**src/rtl/mul_pipe_param.sv**
```systemverilog
// Fully pipelined RV32M/RV64M multiplier (MUL/MULH/MULHSU/MULHU) with valid/ready handshake and passthrough tag.
// Optional MUL_FLUSH_EN adds flush_i, which empties the pipe in one cycle.
module mul_pipe_param #(
  parameter int XLEN    = 32,
  parameter int DIGIT_W = 4,
  parameter int STAGES  = 3,
  parameter int TAG_W   = 5
) (
  input  logic             clk_i,
  input  logic             rst_ni,
  input  logic             in_valid_i,
  output logic             in_ready_o,
  input  logic [1:0]       in_op_i,
  input  logic [XLEN-1:0]  in_a_i,
  input  logic [XLEN-1:0]  in_b_i,
  input  logic [TAG_W-1:0] in_tag_i,
  output logic             out_valid_o,
  input  logic             out_ready_i,
  output logic [XLEN-1:0]  out_result_o,
  output logic [TAG_W-1:0] out_tag_o
`ifdef MUL_FLUSH_EN
  ,
  input  logic             flush_i
`endif
);

  typedef enum logic [1:0] {OP_MUL, OP_MULH, OP_MULHSU, OP_MULHU} op_e;

  localparam int ND  = XLEN / DIGIT_W;
  localparam int NC  = 2 * ND - 1;
  localparam int CW  = 2 * DIGIT_W + $clog2(ND) + 1;
  localparam int PW  = 2 * XLEN;
  localparam int MID = STAGES - 2;

  logic [STAGES:1] vld;
  logic [STAGES:1] adv;
  op_e             op_q  [1:STAGES];
  logic [TAG_W-1:0] tag_q [1:STAGES];
  logic            room;
  logic            flush;
  logic            accept;

  logic [XLEN-1:0] a_q, b_q;
  logic            as_q, bs_q;
  logic [CW-1:0]   col_c   [NC];
  logic [PW-1:0]   corr_c;
  logic [CW-1:0]   fin_col [NC];
  logic [PW-1:0]   fin_corr;
  logic [PW-1:0]   sum_c;
  logic [XLEN-1:0] res_c;
  logic [XLEN-1:0] res_q;

`ifdef MUL_FLUSH_EN
  assign flush = flush_i;
`else
  assign flush = 1'b0;
`endif

  // Walk from the output back to S1: a stage moves when the stage ahead has room.
  always_comb begin
    adv  = '0;
    room = out_ready_i;
    for (int k = STAGES; k >= 1; k--) begin
      adv[k] = vld[k] & room;
      room   = ~vld[k] | adv[k];
    end
  end

  assign in_ready_o = room & ~flush;
  assign accept     = in_valid_i & in_ready_o;

  function automatic logic [CW-1:0] digit(input logic [XLEN-1:0] v, input int idx);
    return CW'(v[idx*DIGIT_W +: DIGIT_W]);
  endfunction

  // Unsigned digit products summed per column; the extension bits become a correction term.
  always_comb begin
    for (int c = 0; c < NC; c++) col_c[c] = '0;
    for (int i = 0; i < ND; i++)
      for (int j = 0; j < ND; j++)
        col_c[i+j] = col_c[i+j] + digit(a_q, i) * digit(b_q, j);
    corr_c = '0;
    if (as_q) corr_c = corr_c - {b_q, {XLEN{1'b0}}};
    if (bs_q) corr_c = corr_c - {a_q, {XLEN{1'b0}}};
  end

  generate
    if (MID == 0) begin : g_direct
      assign fin_col  = col_c;
      assign fin_corr = corr_c;
    end else begin : g_mid
      logic [CW-1:0] col_m  [MID][NC];
      logic [PW-1:0] corr_m [MID];

      always_ff @(posedge clk_i or negedge rst_ni) begin
        if (!rst_ni) begin
          for (int m = 0; m < MID; m++) begin
            for (int c = 0; c < NC; c++) col_m[m][c] <= '0;
            corr_m[m] <= '0;
          end
        end else begin
          if (adv[1]) begin
            col_m[0]  <= col_c;
            corr_m[0] <= corr_c;
          end
          for (int m = 1; m < MID; m++) begin
            if (adv[m+1]) begin
              col_m[m]  <= col_m[m-1];
              corr_m[m] <= corr_m[m-1];
            end
          end
        end
      end

      assign fin_col  = col_m[MID-1];
      assign fin_corr = corr_m[MID-1];
    end
  endgenerate

  // The 2^(2*XLEN) sign term falls outside the returned bits, so the sum stays 2*XLEN wide.
  always_comb begin
    sum_c = fin_corr;
    for (int c = 0; c < NC; c++) sum_c = sum_c + (PW'(fin_col[c]) << (c * DIGIT_W));
    res_c = (op_q[STAGES-1] == OP_MUL) ? sum_c[XLEN-1:0] : sum_c[PW-1:XLEN];
  end

  always_ff @(posedge clk_i or negedge rst_ni) begin
    if (!rst_ni) begin
      vld <= '0;
      for (int k = 1; k <= STAGES; k++) begin
        op_q[k]  <= OP_MUL;
        tag_q[k] <= '0;
      end
      a_q   <= '0;
      b_q   <= '0;
      as_q  <= 1'b0;
      bs_q  <= 1'b0;
      res_q <= '0;
    end else begin
      if (accept) begin
        vld[1]   <= 1'b1;
        op_q[1]  <= op_e'(in_op_i);
        tag_q[1] <= in_tag_i;
        a_q      <= in_a_i;
        b_q      <= in_b_i;
        as_q     <= in_a_i[XLEN-1] & ((in_op_i == OP_MULH) | (in_op_i == OP_MULHSU));
        bs_q     <= in_b_i[XLEN-1] & (in_op_i == OP_MULH);
      end else if (adv[1]) begin
        vld[1] <= 1'b0;
      end
      for (int k = 2; k <= STAGES; k++) begin
        if (adv[k-1]) begin
          vld[k]   <= 1'b1;
          op_q[k]  <= op_q[k-1];
          tag_q[k] <= tag_q[k-1];
        end else if (adv[k]) begin
          vld[k] <= 1'b0;
        end
      end
      if (adv[STAGES-1]) res_q <= res_c;
      if (flush) vld <= '0;
    end
  end

  assign out_valid_o  = vld[STAGES];
  assign out_tag_o    = tag_q[STAGES];
  assign out_result_o = res_q;

endmodule

```
**config.mk**
```make
export PLATFORM = sky130hd
export DESIGN_NAME = mul_pipe_param
export DESIGN_NICKNAME = d
export VERILOG_FILES = /design/src/rtl/mul_pipe_param.sv
export SDC_FILE = /design/constraint.sdc
export NUM_CORES = 2
export LEC_CHECK = 0
export CORE_MARGIN = 10
export CORE_UTILIZATION = 50
export CTS_CLUSTER_SIZE = 30
export DETAILED_ROUTE_END_ITERATION = 7
export GPL_TIMING_DRIVEN = 0
export HOLD_SLACK_MARGIN = 0.05
export MAX_ROUTING_LAYER = met4
export PLACE_DENSITY = 0.66
export SYNTH_ARGS = -nofsm -noshare
export SYNTH_HDL_FRONTEND = slang
export SYNTH_SLANG_ARGS = --single-unit
```
**constraint.sdc**
```tcl
create_clock -name clk_i -period 12.3 [get_ports clk_i]
set_input_delay 2.46 -clock clk_i [delete_from_list [all_inputs] [get_ports clk_i]]
set_output_delay 2.46 -clock clk_i [all_outputs]
set_load 0.02 [all_outputs]
```
==> reports/results.txt <==
status: complete, but fails checks
failing checks: capacitance limit, slew limit
DR iter-0 viols: 4568
Routed WL per cell: 29.38 um
FP Rows: 121
gr usage total: 37.98%
clk sinks: 308
pre-CTS setup slack: 3.240 ns
clock latency on the worst-skew pair: 0.67 ns
critical path's top delay family: adder cells
post-synth net total: 7683
R2R Setup Slk: 2.72 ns
first-pass GRT wire length: 320800 um
via count: 43980
syn_area_per_cell: 9.068 um^2
clk buf depth: 3
drt total wl: 225000 um
CTS buffer count: 39
Die ar.: 0.1229 mm^2
Final Core Density: 54.37%
share of cells above drive strength 1: 2.787%
CP peak stage delay: 1.17 ns
Hold-fix buffers, CTS: 0
PortBufs: 113
largest net degree at the start of global routing: 113
Via density: 5.742
leading area contributor after synthesis: fa_1
sequential share of the synthesized area: 14.11%
worst-path fanout max: 11
worst reg2reg startpoint: b_q[14]
HPWL Detailed: 179500 um
main flop type after synthesis: dfrtp_1
skew final: 0.05784 ns
Synth-to-Final Area Change: 8.173%
WP data arrival: 10.05 ns
Worst Reg-to-Reg Cells: 24
Synth cell types: 72
RR Endpoint: fin_col[83]
Synth Register Bits: 308
MaxCap Viol Count: 8
Post-synth ARST share: 100.0%
post-synth top area share: 31.29%
final instance area: 0.05910 mm^2
CTS tree: done
chip height: 350.6 um
Die Wd: 350.6 um
cell repeated most along the worst path: fa_1
setup bufs post-CTS: 0
Critical Path Source Type: register
unrepaired setup endpoints after global routing: no
Final Hold Viols: 0
crit path cell chain: clkbuf_1 > clkbuf_1 > and2_1 > fa_1 > inv_1 > fa_1 > fa_1 > inv_1 > fa_1 > inv_1 > fa_1 > fa_1 > inv_1 > fa_1 > ha_1 > a21o_1 > a21oi_1 > o21bai_1 > a21oi_1 > o21bai_1 > a21oi_1 > nor2b_1 > o21ai_0 > o21ai_0
Critical Path RT: 12.77 ns
WP buf/inv: 6
clock transition at the registers of the reported paths: 0.06 ns
EDFF count, synth: 0
Worst Hold End: out_tag_o[0]
Tcrit/Tclk final: 77.89%
Hold Crit Class: reg2reg
Nets: 7840
Core Region: 0.1087 mm^2
Worst Max-Slew Pin Slew: 1.709 ns
Period minus WS final: 9.580 ns
synth top area cells: fa_1 (31%), ha_1 (17%), dfrtp_1 (14%), inv_1 (7.9%), and2_1 (7.6%)
initial antenna violation count: 32
Yosys warning total: 0
worst rel slew slack: -13.91%
Hold Path Origin: out_tag_o[0]
Post-Syn Area: 0.05463 mm^2
Top-Level Pins: 114
Initial Util: 50.26%
# setup viols final: 0
CTS-repair resized insts: 0
max-slew violations: 82
DR pass1 iterations: 6
fmax: 104.4 MHz
drc violations: 0
hold path depth: 2
cells after synthesis: 6025
CP Capture Type: register
Crit Path Class: reg2reg
placed inst area: 0.05760 mm^2
critical path's slowest cell: clkbuf_1
GRT overflow: 0
Final ANT Viol Nets: 0
Fillers: 10150
RD Place Congestion: 1.071
Root Buffer Master: clkbuf_16
vias in the first global route: 44860
total number of H-tree levels: 2
PnR worst setup slack: 2.720 ns
final cells by class:
cell class	count	area [um^2]	area share [%]
Antenna cell	37	92.59	0.1567
Inverter	1149	4313	7.298
Clock inverter	21	380.4	0.6436
Clock buffer	46	1012	1.713
Multi-Input combinational cell	4237	41340	69.95
Buffer	331	1281	2.168
Timing Repair Buffer	116	1206	2.041
Sequential cell	308	7707	13.04
Tap cell	1414	1769	2.994
worst max path at each step:
stage	from	to	slack, ns	cells after the start
floorplan	b_q[30]	fin_col[94]	5.68	27
global placement	rst_ni	fin_col[30]	-5.80	1
finish	b_q[14]	fin_col[83]	2.72	24
CTS	b_q[25]	fin_col[83]	3.24	23
global route	b_q[14]	fin_col[83]	2.75	24
detailed placement	b_q[25]	fin_col[83]	3.24	23
registers in the layout, indices dropped and copies added (netlist names), 4 cells and up:
| name | cells |
|---|---|
| a_q | 32 |
| b_q | 32 |
| fin_col | 156 |
| fin_corr | 32 |
| op_q | 4 |
| out_result_o | 32 |
| out_tag_o | 5 |
| tag_q | 10 |
synth_stat cells, types with 5 or more instances:
master / instances
and3_1: 17
nand3_1: 28
buf_4: 7
dfrtp_1: 308
a311oi_1: 7
o21a_1: 12
a21o_1: 93
inv_1: 1149
nand2_1: 750
o211ai_1: 8
nand2b_1: 19
mux2_2: 72
buf_1: 11
xor2_1: 77
fa_1: 854
nor4_1: 8
o31ai_1: 8
a21oi_1: 168
nor2b_1: 23
a31oi_1: 21
nor3_1: 26
o21bai_1: 39
nor2_1: 167
or4_1: 5
a22oi_1: 16
ha_1: 729
and2_1: 660
nand4_1: 13
xnor2_1: 110
mux2i_1: 21
clkbuf_1: 307
a211oi_1: 9
o21ai_0: 212
logic make-up (layout without fill, tap and decap cells):
group           count (synthesis)  in the layout  share of synthesized area, %
fa+ha+maj                    1583           1583                         47.99
compound gates                635            635                         7.143
buf+inv                      1480           1663                         10.23
flops                         308            308                         14.11
other cells                     0             37                             0
mux                            93             93                         1.869
xor+xnor                      187            187                         2.998
simple gates                 1739           1739                         15.67
tightest hold or removal path: cells and delay by family, from the launching register on:
kind | cells | cell delay, ns
simple gates | 2 | 0.12
flops | 1 | 0.34
cells in the final DEF, fill, tap and decap left out, types with 9 or more instances in the layout:
cell and instances:
a211oi_1 9, a21o_1 93, a21oi_1 168, a22oi_1 16, a31oi_1 21, and2_1 660
and3_1 17, buf_1 11, clkbuf_1 309, clkbuf_16 39, clkdlybuf4s50_1 112, dfrtp_1 308
diode_2 37, fa_1 854, ha_1 729, inv_1 1149, mux2_2 72, mux2i_1 21
nand2_1 750, nand2b_1 19, nand3_1 28, nand4_1 13, nor2_1 167, nor2b_1 23
nor3_1 26, o21a_1 12, o21ai_0 211, o21bai_1 39, xnor2_1 110, xor2_1 77
routing by layer:
layer  GRT usage, %  vias up  part of all wire, %
li1               -    18870                    -
met1          47.94    22040                   40
met2          55.07     2497                   42
met3          11.40      571                   12
met4          19.09        0                  6.4
met5              -        -                    0
metrics by stage:
stage / hold WS [ns] / cells / TNS (ns)
2_1_floorplan: 0.4331 / 6025 / 0
4_1_cts: 0.4857 / 7621 / 0
3_5_place_dp: 0.4692 / 7554 / 0
6_report: 0.4821 / 7659 / 0
5_1_grt: 0.5095 / 7635 / 0
3_3_place_gp: 0.4529 / 7552 / -1748.00
Power is left out: the tool's default activity adds up to more than one toggle a clock period on the data nets, which glitch-free logic cannot reach.
